[src/rtl/delay_arbiter_pkg.sv]
// rtl/delay_arbiter_pkg.sv - shared constants for the delay arbiter
//
// Purpose : FSM state encoding and default parameter values used by
//           delay_arbiter and its ticker.
// Ports   : none (package).
package delay_arbiter_pkg;

    localparam int NUM_REQ_DEF  = 4;
    localparam int CNT_W_DEF    = 16;
    localparam int TICK_DIV_DEF = 100;

    localparam logic [1:0] ST_IDLE = 2'd0;
    localparam logic [1:0] ST_RUN  = 2'd1;
    localparam logic [1:0] ST_DONE = 2'd2;

endpackage

[src/rtl/delay_arbiter_ticker.sv]
// rtl/delay_arbiter_ticker.sv - free-running tick divider with hold-in-reset
//
// Purpose : emits a one-cycle tick every N_TICKS enabled clk cycles.
//           The tick is registered, so the first tick after leaving reset
//           appears N_TICKS cycles after the first enabled cycle.
// Ports   : clk  - clock
//           rst  - synchronous active-high reset (clears phase and tick)
//           en   - count enable
//           tick - one-cycle pulse per N_TICKS enabled cycles
module delay_arbiter_ticker #(
    parameter int N_TICKS = 100
) (
    input  logic clk,
    input  logic rst,
    input  logic en,
    output logic tick
);

    localparam int W = (N_TICKS > 1) ? $clog2(N_TICKS) : 1;

    logic [W-1:0] cnt;

    always_ff @(posedge clk) begin
        if (rst) begin
            cnt  <= '0;
            tick <= 1'b0;
        end else begin
            tick <= 1'b0;
            if (en) begin
                if (cnt == W'(N_TICKS - 1)) begin
                    cnt  <= '0;
                    tick <= 1'b1;
                end else begin
                    cnt <= cnt + 1'b1;
                end
            end
        end
    end

endmodule

[src/rtl/delay_arbiter.sv]
// rtl/delay_arbiter.sv - round-robin arbiter sharing one tick timebase
//
// Purpose : serves NUM_REQ delay requests one at a time, timing each
//           granted delay in ticks of TICK_DIV clk cycles.
// Ports   : clk       - clock
//           rst       - synchronous active-high reset
//           req       - per-requester request level
//           delay     - packed delays, requester i at [i*CNT_W +: CNT_W]
//           grant     - one-hot, requester being timed (RUN only)
//           done      - one-hot one-cycle completion pulse
//           busy      - high whenever not IDLE
//           remaining - ticks left in the current delay, 0 outside RUN
module delay_arbiter
    import delay_arbiter_pkg::*;
#(
    parameter int NUM_REQ  = NUM_REQ_DEF,
    parameter int CNT_W    = CNT_W_DEF,
    parameter int TICK_DIV = TICK_DIV_DEF
) (
    input  logic                     clk,
    input  logic                     rst,
    input  logic [NUM_REQ-1:0]       req,
    input  logic [NUM_REQ*CNT_W-1:0] delay,
    output logic [NUM_REQ-1:0]       grant,
    output logic [NUM_REQ-1:0]       done,
    output logic                     busy,
    output logic [CNT_W-1:0]         remaining
);

    localparam int IDX_W = $clog2(NUM_REQ);

    logic [1:0]         state;
    logic [IDX_W-1:0]   cur;
    logic [IDX_W-1:0]   last;
    logic [CNT_W-1:0]   rem_q;
    logic [CNT_W-1:0]   dly [NUM_REQ];
    logic [NUM_REQ-1:0] cur_oh;
    logic               any_req;
    logic [IDX_W-1:0]   win;
    logic               tick;
    logic               tick_rst;

    for (genvar g = 0; g < NUM_REQ; g++) begin : g_unpack
        assign dly[g] = delay[g*CNT_W +: CNT_W];
    end

    // Round-robin: first requester found scanning last+1, last+2, ...
    // with wrap. sum never exceeds 2*NUM_REQ-1, so one subtraction wraps it.
    always_comb begin
        logic [IDX_W:0] sum;
        any_req = 1'b0;
        win     = last;
        sum     = '0;
        for (int i = 1; i <= NUM_REQ; i++) begin
            sum = {1'b0, last} + (IDX_W+1)'(i);
            if (sum >= (IDX_W+1)'(NUM_REQ)) begin
                sum = sum - (IDX_W+1)'(NUM_REQ);
            end
            if (!any_req && req[sum[IDX_W-1:0]]) begin
                any_req = 1'b1;
                win     = sum[IDX_W-1:0];
            end
        end
    end

    // Divider only runs in RUN, so every service starts at tick phase 0.
    assign tick_rst = rst | (state != ST_RUN);

    delay_arbiter_ticker #(
        .N_TICKS (TICK_DIV)
    ) u_ticker (
        .clk  (clk),
        .rst  (tick_rst),
        .en   (state == ST_RUN),
        .tick (tick)
    );

    always_ff @(posedge clk) begin
        if (rst) begin
            state <= ST_IDLE;
            last  <= IDX_W'(NUM_REQ - 1);
            cur   <= '0;
            rem_q <= '0;
        end else begin
            case (state)
                ST_IDLE: begin
                    if (any_req) begin
                        cur   <= win;
                        rem_q <= dly[win];
                        state <= (dly[win] != '0) ? ST_RUN : ST_DONE;
                    end
                end
                ST_RUN: begin
                    // Abort wins over a completing tick in the same cycle.
                    if (!req[cur]) begin
                        state <= ST_IDLE;
                        rem_q <= '0;
                        last  <= cur;
                    end else if (tick) begin
                        if (rem_q == CNT_W'(1)) begin
                            state <= ST_DONE;
                            rem_q <= '0;
                        end else begin
                            rem_q <= rem_q - 1'b1;
                        end
                    end
                end
                ST_DONE: begin
                    last  <= cur;
                    state <= ST_IDLE;
                end
                default: state <= ST_IDLE;
            endcase
        end
    end

    assign cur_oh    = NUM_REQ'(1) << cur;
    assign grant     = (state == ST_RUN)  ? cur_oh : '0;
    assign done      = (state == ST_DONE) ? cur_oh : '0;
    assign busy      = (state != ST_IDLE);
    assign remaining = (state == ST_RUN)  ? rem_q  : '0;

endmodule
[config.mk]
export PLATFORM = sky130hd
export DESIGN_NAME = delay_arbiter
export DESIGN_NICKNAME = d
export VERILOG_FILES = /design/src/rtl/delay_arbiter_pkg.sv /design/src/rtl/delay_arbiter_ticker.sv /design/src/rtl/delay_arbiter.sv
export SDC_FILE = /design/constraint.sdc
export NUM_CORES = 1
export LEC_CHECK = 0
export BUFFER_PORTS_ARGS = -buffer_cell sky130_fd_sc_hd__buf_2
export CORE_MARGIN = 2
export CORE_UTILIZATION = 43
export CTS_CLUSTER_DIAMETER = 60
export DETAILED_ROUTE_END_ITERATION = 6
export PLACE_DENSITY = 0.77
export SYNTH_ARGS = -nofsm -noshare
export SYNTH_HDL_FRONTEND = slang
export SYNTH_SLANG_ARGS = --single-unit
[constraint.sdc]
create_clock -name clk -period 3.4 [get_ports clk]
set_input_delay 0 -clock clk [delete_from_list [all_inputs] [get_ports clk]]
set_output_delay 0 -clock clk [all_outputs]
set_load 0.01 [all_outputs]
==> results.toml, run 1 <==
[sta]
setup_violations = 0
fin_crit_sh_pct = 76.0
finalHoldViolations = 0
setup_slack_ps = 816
rsz0062_at_grt = "false"
worst_pin_slew_ps = 617
slew_violations = 0
timing.hold.ws_ps = 158
max_freq_mhz = 387
fin_tns_setup_ps = 0
period_needed_ps = 2580
max_slew_margin_pct = 58.5
finalClockSkew_ps = 7.76

[setup_path]
cp_slowest_cell = "dfxtp_1"
required_ps = 3580
endpoint_kind = "flip-flop"
worstSetupStartpointType = "flip-flop"
crit_fanout = 33
cp.arrival_ps = 2770
path_cells = "nand3b_1 -> a31oi_4 -> buf_4 -> mux2i_1 -> mux2i_1 -> nor4_1 -> nand4_1 -> a22o_1"
crit_family = "simple AND/OR/NAND/NOR gates"
crit_cells = 8
ff2ff_path_depth = 8
critPathKind = "flip-flop to flip-flop"
slowest_delay_ps = 470
crit_top_cell = "mux2i_1"
crit_buf_inv = 1

[synth]
ys_warn_count = 0
ys_async_sr_fraction_pct = 0
avgSynthCellArea_um2 = 8.23
syn_nets = 366
ys_seq_area_share_pct = 24.9
synthFlopType = "dfxtp_1"
synth-edff-count = 0
yosys.cell_types.count = 49
syn-cell-area_um2 = 2410
synthCells = 293
ys_seq_elements = 30

[power_and_ir_drop]
combPwrFrac_pct = 56.2
p_leak_nw = 1.45
swShare_pct = 44.1
p_sw_uw = 914
ir_worst_vdd_mv = 0.340
seqPwrFrac_pct = 26.7
power.density_nw_per_um2 = 689
totalPowerFinal_mw = 2.07
p_int_mw = 1.16
pwr-share-clk_pct = 17.1

[final_layout]
drive_gt1_share_pct = 29.8
fillers = 516
fin_util_pct = 54.9
area_growth_pct = 24.6
instances_no_fill = 454
design_area_um2 = 3010
final_cell_mix = "buf_2, mux2i_1, nor2_1"
nNetsFinal = 454
num_antenna_cells = 0
layout_commonest_cell = "buf_2"

[detailed_routing]
drtIter0Drc = 280
final_antenna_net_count = 0
post-route-drc-count = 0
firstDrtPassIters = 5
post_drt_via_cell_ratio = 5.69
wl_per_cell_um = 14.8
vias = 2583
routed_wl_um = 6700

[floorplan]
rows = 27
ioPinCount = 95
die_area_um2 = 6230
core_area_um2 = 5470
dieWidth_um = 78.9
initial_utilization_pct = 44.1
dieHeight_um = 78.9

[global_routing]
grt_pass1_wl_um = 10400
grt_overflow = 0
grt_pass1_vias = 2245
antenna_found_initial = 0
grt.total_usage_pct = 20.6
grt_max_degree = 34

[cts]
path_clk_slew_ps = 70
clock-sinks = 30
cts_tree = "yes"
cts_max_path_buffers = 2
hold_buffers = 0
cts_buffers = 5
h-tree-depth = 2
clk_latency_ps = 280
cts_resized = 0
cts_setup_buffers = 0
root_buffer = "clkbuf_8"

[placed_design]
post-dp-hpwl_um = 5030
io_buffers = 94
dpl.cell_count = 446
place_congestion = 0.867
post-place-ws_ps = 817
placed_cell_area_um2 = 2900

[hold_path]
hold_depth = 2
hold_class = "primary input to flip-flop"

[run_status]
outcome = "complete, no violations"

[run]
cap_violations = 0
registers in the layout, indices dropped and copies added (netlist names):
signal	flops
cur	2
state	2
last	2
u_ticker.tick	1
u_ticker.cnt	7
rem_q	16
synthesized netlist by cell type (all sizes together), types with 2 or more instances:
master	count	area [µm²]
o2bb2ai	3	26.3
and2	14	87.6
a22oi	3	22.5
nand2b	5	31.3
a221oi	7	86.3
a211oi	3	22.5
and4	2	17.5
mux2i	49	490
ha	3	37.5
xor2	6	52.6
clkbuf	7	26.3
nand3	4	20.0
nand2	16	60.1
a21oi	14	70.1
nor3	16	85.1
o21ai	11	55.1
buf	12	100
nor4	8	50.1
xnor2	3	26.3
dfxtp	30	601
a32o	3	30.0
nor2b	4	25.0
a211o	2	17.5
inv	7	26.3
a22o	2	17.5
nor2	40	150
final cells by class:
| class | instances | area (µm²) | share of cell area, % |
|---|---|---|---|
| clock inverter | 1 | 30.0 | 0.999 |
| inverter | 7 | 26.3 | 0.874 |
| multi-input combinational | 237 | 1670 | 55.5 |
| timing repair buffer | 100 | 515 | 17.1 |
| sequential | 30 | 601 | 20.0 |
| tap | 72 | 90.1 | 3.00 |
| clock buffer | 7 | 76.3 | 2.54 |
cells by family after synthesis:
logic type | Yosys count | synth area share (%)
AO/OA/AOI/OAI | 57 | 17.8
buffers and inverters | 26 | 6.33
multiplexers | 51 | 21.9
adder cells (fa/ha/maj) | 3 | 1.56
AND/OR/NAND/NOR | 117 | 24.3
flip-flops | 30 | 24.9
XOR/XNOR | 9 | 3.27
power by group through the flow:
stage | clock network (mW) | logic, mW | registers (mW)
final | 0.355 | 1.16 | 0.552
after global routing | 0.371 | 1.28 | 0.566
after CTS | 0.359 | 1.15 | 0.548
after detailed placement | 0 | 1.14 | 0.554
after global placement | 0 | 1.14 | 0.550
after floorplan | 0 | 0.931 | 0.511
routing by layer:
layer / global-route usage [%] / routed length (µm) / vias to the layer above
met2: 33.5 / 3010 / 143
met4: 6.55 / 103 / 0
met1: 27.5 / 2920 / 1181
met5: 0 / 0 / -
met3: 4.09 / 662 / 12
li1: - / - / 1247
path summary, 6_finish.rpt:
| kind | startpoint | slack (ps) | endpoint |
|---|---|---|---|
| max | last[1] | 820 | state[0] |
| min | rst | 160 | cur[1] |
| max reg2reg | last[1] | 820 | state[0] |
| min reg2reg | u_ticker.cnt[0] | 450 | u_ticker.cnt[0] |
(Power assumes the default switching activity.)
==> run 2, diff against run 1 <==
- clock period: 3.4 -> 2.5 ns (I/O delays scaled with it)
==> run 2 against run 1 <==
Wire length is 0.63% higher. Critical path depth is 2 lower. Clock-buffer cell count is 1 lower. First-iteration DRC count is 54% lower. Register-to-register slack worse by 620 ps. Sequential share of layout area is 0.45 points lower. Final area is 2.5% higher. Largest power group unchanged. Die area stayed put. Worst hold slack worse by 5.6 ps. Final cell count is 1.8% higher.
==> results.toml, run 2 (synthesized netlist as in run 1, its figures left out) <==
[final_layout]
top_regs = "rem_q x16, u_ticker.cnt x7"
instances_no_fill = 462
final_cell_mix = "buf_2, mux2i_1, nor2_1"
area_growth_pct = 27.7
drive_gt1_share_pct = 32.1
nNetsFinal = 462
design_area_um2 = 3080
regMostFlops = "rem_q"
layout_commonest_cell = "buf_2"
num_antenna_cells = 0
largest_reg_flops = 16

[power_and_ir_drop]
swShare_pct = 44.2
power.density_nw_per_um2 = 928
seqPwrFrac_pct = 25.6
p_int_mw = 1.59
combPwrFrac_pct = 60.2
pwr-share-clk_pct = 14.2
ir_worst_vdd_mv = 0.377
p_sw_mw = 1.26
p_leak_nw = 1.50

[cts]
root_buffer = "clkbuf_8"
h-tree-depth = 2
cts_tree = "yes"
cts_setup_buffers = 0
clk_latency_ps = 280
cts_buffers = 5
path_clk_slew_ps = 70
clock-sinks = 30
cts_max_path_buffers = 2

[detailed_routing]
wl_per_cell_um = 14.6
final_antenna_net_count = 0
firstDrtPassIters = 5
drtIter0Drc = 128
vias = 2588
post_drt_via_cell_ratio = 5.60
routed_wl_um = 6740
post-route-drc-count = 0

[setup_path]
slowest_delay_ps = 620
cp.arrival_ps = 2460
cp_slowest_cell = "or3_1"
endpoint_kind = "flip-flop"
critPathKind = "flip-flop to flip-flop"
crit_fanout = 17
required_ps = 2650
worstSetupStartpointType = "flip-flop"
path_cells = "mux4_2 -> and3b_1 -> or3_1 -> o21ai_0 -> o21a_1 -> nor2_1"

[global_routing]
grt_pass1_vias = 2247
grt_overflow = 0
grt_max_degree = 34
grt.total_usage_pct = 20.8
antenna_found_initial = 0
grt_pass1_wl_um = 10600

[placed_design]
post-dp-hpwl_um = 5170
io_buffers = 94
dpl.cell_count = 454
place_congestion = 0.902
placed_cell_area_um2 = 2990

[sta]
rsz0062_at_grt = "false"
max_slew_margin_pct = 57.0
slew_violations = 0
fin_crit_sh_pct = 92.2
setup_violations = 0
finalClockSkew_ps = 10.7
finalHoldViolations = 0
worst_pin_slew_ps = 639
max_freq_mhz = 434
fin_tns_setup_ps = 0
period_needed_ps = 2300

[hold_path]
hold_class = "primary input to flip-flop"

[floorplan]
rows = 27
die_area_um2 = 6230
dieWidth_um = 78.9
ioPinCount = 95
core_area_um2 = 5470
dieHeight_um = 78.9
initial_utilization_pct = 44.1

[run_status]
outcome = "complete, no violations"

[run]
cap_violations = 0
run 2: cell type report:
cell class                 count  area, µm²
fill                         527       2390
tap                           72       90.1
inverter                       7       26.3
clock buffer                   6       82.6
multi-input combinational    237       1670
sequential                    30        602
clock inverter                 2       12.5
timing repair buffer         108        601
run 2: per-layer routing:
layer	part of all wire, %	wire length [µm]	global-route usage (%)	vias up
met5	0	0	0	-
met4	0.93	63	5.34	0
met3	9.3	629	3.30	5
met2	47	3140	35.0	128
met1	43	2900	27.9	1186
li1	-	-	-	1269
run 2: what timing repair did:
action,in CTS,in global routing
endpoints found under the setup margin,0,1
gates resized for setup,0,1
endpoints found under the hold margin,0,0
hold buffers,0,0
run 2: power groups by stage:
stage	logic [mW]	clock network, mW	registers (mW)
2_1_floorplan	1.27	0	0.694
3_3_place_gp	1.68	0	0.733
3_5_place_dp	1.70	0	0.737
4_1_cts	1.71	0.419	0.728
5_1_grt	1.88	0.436	0.753
6_report	1.72	0.406	0.733
run 2: final timing paths:
path / startpoint / end / slack (ps) / depth (start not counted)
setup reg to reg: cur[1] / rem_q[6] / 200 / 6
hold reg to reg: u_ticker.cnt[0] / u_ticker.cnt[0] / 440 / 1
hold / removal: rst / cur[1] / 150 / 2
setup / recovery: cur[1] / rem_q[6] / 200 / 6
run 2: worst max-delay path, delay by kind of cell, from the launching register on:
family | cells | cell delay (ps)
AOI/OAI and AO/OA | 2 | 400
DFF | 1 | 350
muxes | 1 | 550
and+or+nand+nor | 3 | 870
run 2: through the flow:
stage | hold WS, ps | util [%] | power, mW | setup slack [ps]
4_1_cts | 140 | 56.3 | 2.85 | 201
2_1_floorplan | 94.4 | - | 1.96 | 304
5_1_grt | 185 | 56.3 | 3.07 | 42.4
3_5_place_dp | 436 | 54.5 | 2.43 | 221
3_3_place_gp | 425 | 54.5 | 2.41 | 239
6_report | 152 | 56.3 | 2.86 | 196
==> run 3, diff against run 2 <==
- BUFFER_PORTS_ARGS: -buffer_cell sky130_fd_sc_hd__buf_2 -> -buffer_cell sky130_fd_sc_hd__buf_4
- CELL_PAD_IN_SITES_DETAIL_PLACEMENT: not set -> 0
- CELL_PAD_IN_SITES_GLOBAL_PLACEMENT: not set -> 1
- CORE_UTILIZATION: 43 -> 35
- PLACE_DENSITY: 0.77 -> 0.86
==> run 3 against run 2 <==
Combinational power up 6%. Largest power group unchanged. Clock skew is 2.1 ps lower. Via count fell by 0.93%. Register-to-register slack about the same. Non-clock buffer count grew 5. Critical path depth rose by 1. Sequential share of layout area shrank 1.6 points. Highest routed layer unchanged. Die area increased by 22%. Sequential power is 0.5% lower. Total power up 4.0%.
==> results.toml, run 3 (synthesized netlist as in run 1, its figures left out) <==
[run_status]
outcome = "complete, no violations"

[final_layout]
num_antenna_cells = 0
layout_commonest_cell = "buf_4"
regArea_um2 = 602
multiInputGateArea_um2 = 1670
area_growth_pct = 39.5
nNetsFinal = 467
final_cell_mix = "buf_4, mux2i_1, nor2_1"
largest_reg_flops = 16
design_area_um2 = 3360
fillers = 673
regMostFlops = "rem_q"
fin_util_pct = 50.1
instances_no_fill = 475
top_regs = "rem_q x16, u_ticker.cnt x7"
drive_gt1_share_pct = 32.9

[hold_path]
hold_class = "primary input to flip-flop"
min_from = "rst"
hold_depth = 2

[sta]
rsz0062_at_grt = "false"
max_freq_mhz = 435
fin_crit_sh_pct = 91.9
period_needed_ps = 2300
worst_pin_slew_ps = 649
fin_tns_setup_ps = 0
setup_slack_ps = 201
finalClockSkew_ps = 8.59
timing.hold.ws_ps = 58.9
finalHoldViolations = 0
slew_violations = 0
max_slew_margin_pct = 56.4
setup_violations = 0

[setup_path]
crit_fanout = 17
worstSetupStartpointType = "flip-flop"
cp.arrival_ps = 2470
crit_start = "cur[1]"
crit_buf_inv = 1
cp_slowest_cell = "mux4_2"
critPathKind = "flip-flop to flip-flop"
crit_family = "multiplexers"
required_ps = 2670
ff2ff_path_depth = 7
path_cells = "mux4_2 -> and3b_1 -> or3_1 -> buf_4 -> o21ai_0 -> o21a_1 -> nor2_1"
ff2ff_setup_slack_ps = 200
crit_cells = 7
endpoint_kind = "flip-flop"
r2r_start = "cur[1]"
slowest_delay_ps = 600

[placed_design]
post-dp-hpwl_um = 5440
placed_cell_area_um2 = 3270
io_buffers = 94
dpl.cell_count = 467
place_congestion = 0.854
post-place-ws_ps = 140

[cts]
cts_buffers = 5
h-tree-depth = 2
cts_max_path_buffers = 2
cts_tree = "yes"
path_clk_slew_ps = 70
clock-sinks = 30
root_buffer = "clkbuf_8"
clk_latency_ps = 290

[floorplan]
rows = 30
ioPinCount = 95
initial_utilization_pct = 35.9
dieWidth_um = 87.0
core_area_um2 = 6720
die_area_um2 = 7570
dieHeight_um = 87.0

[detailed_routing]
drtIter0Drc = 153
post_drt_via_cell_ratio = 5.40
post-route-drc-count = 0
vias = 2564
firstDrtPassIters = 4
final_antenna_net_count = 0
routed_wl_um = 7180
wl_per_cell_um = 15.1

[power_and_ir_drop]
swShare_pct = 43.4
ir_worst_vdd_mv = 0.361
power.density_nw_per_um2 = 884
totalPowerFinal_mw = 2.97
seqPwrFrac_pct = 24.5
pwr-share-clk_pct = 14.0
p_leak_nw = 1.58
combPwrFrac_pct = 61.5
p_int_mw = 1.68
p_sw_mw = 1.29

[global_routing]
grt_overflow = 0
grt_max_degree = 31
grt.total_usage_pct = 18.5
grt_pass1_wl_um = 11200
antenna_found_initial = 0
grt_pass1_vias = 2345

[run]
cap_violations = 0
## run 3: final timing paths
path                     endpoint
hold / removal             cur[1]
setup / recovery         rem_q[6]
setup reg to reg         rem_q[6]
hold reg to reg   u_ticker.cnt[0]
## run 3: repair_timing
item                                    in CTS  in global routing
endpoints found under the setup margin       0                  1
buffers inserted                             0                  0
resized for setup                            0                  1
hold buffers                                 0                  0
## run 3: power groups by stage
stage                     Clock [mW]  Sequential, mW  Combinational [mW]
after global routing           0.451           0.753                2.01
final                          0.417           0.729                1.83
after global placement             0           0.735                1.80
after CTS                      0.426           0.726                1.83
after floorplan                    0           0.694                1.27
after detailed placement           0           0.736                1.81
## run 3: cell type report
| class | count | share of cell area (%) |
|---|---|---|
| clock buffer | 6 | 2.45 |
| clock inverter | 2 | 0.372 |
| inverter | 7 | 0.781 |
| multi-input combinational | 237 | 49.6 |
| sequential | 30 | 17.9 |
| tap | 80 | 2.98 |
| timing repair buffer | 113 | 26.0 |
## run 3: per-layer routing
metal  up-vias  track usage, %  share of wire [%]
li1       1268               -                  -
met1      1191            25.0                 45
met2        99            30.1                 47
met3         6            3.13                7.8
met4         0            5.11               0.97
met5         -               0                  0
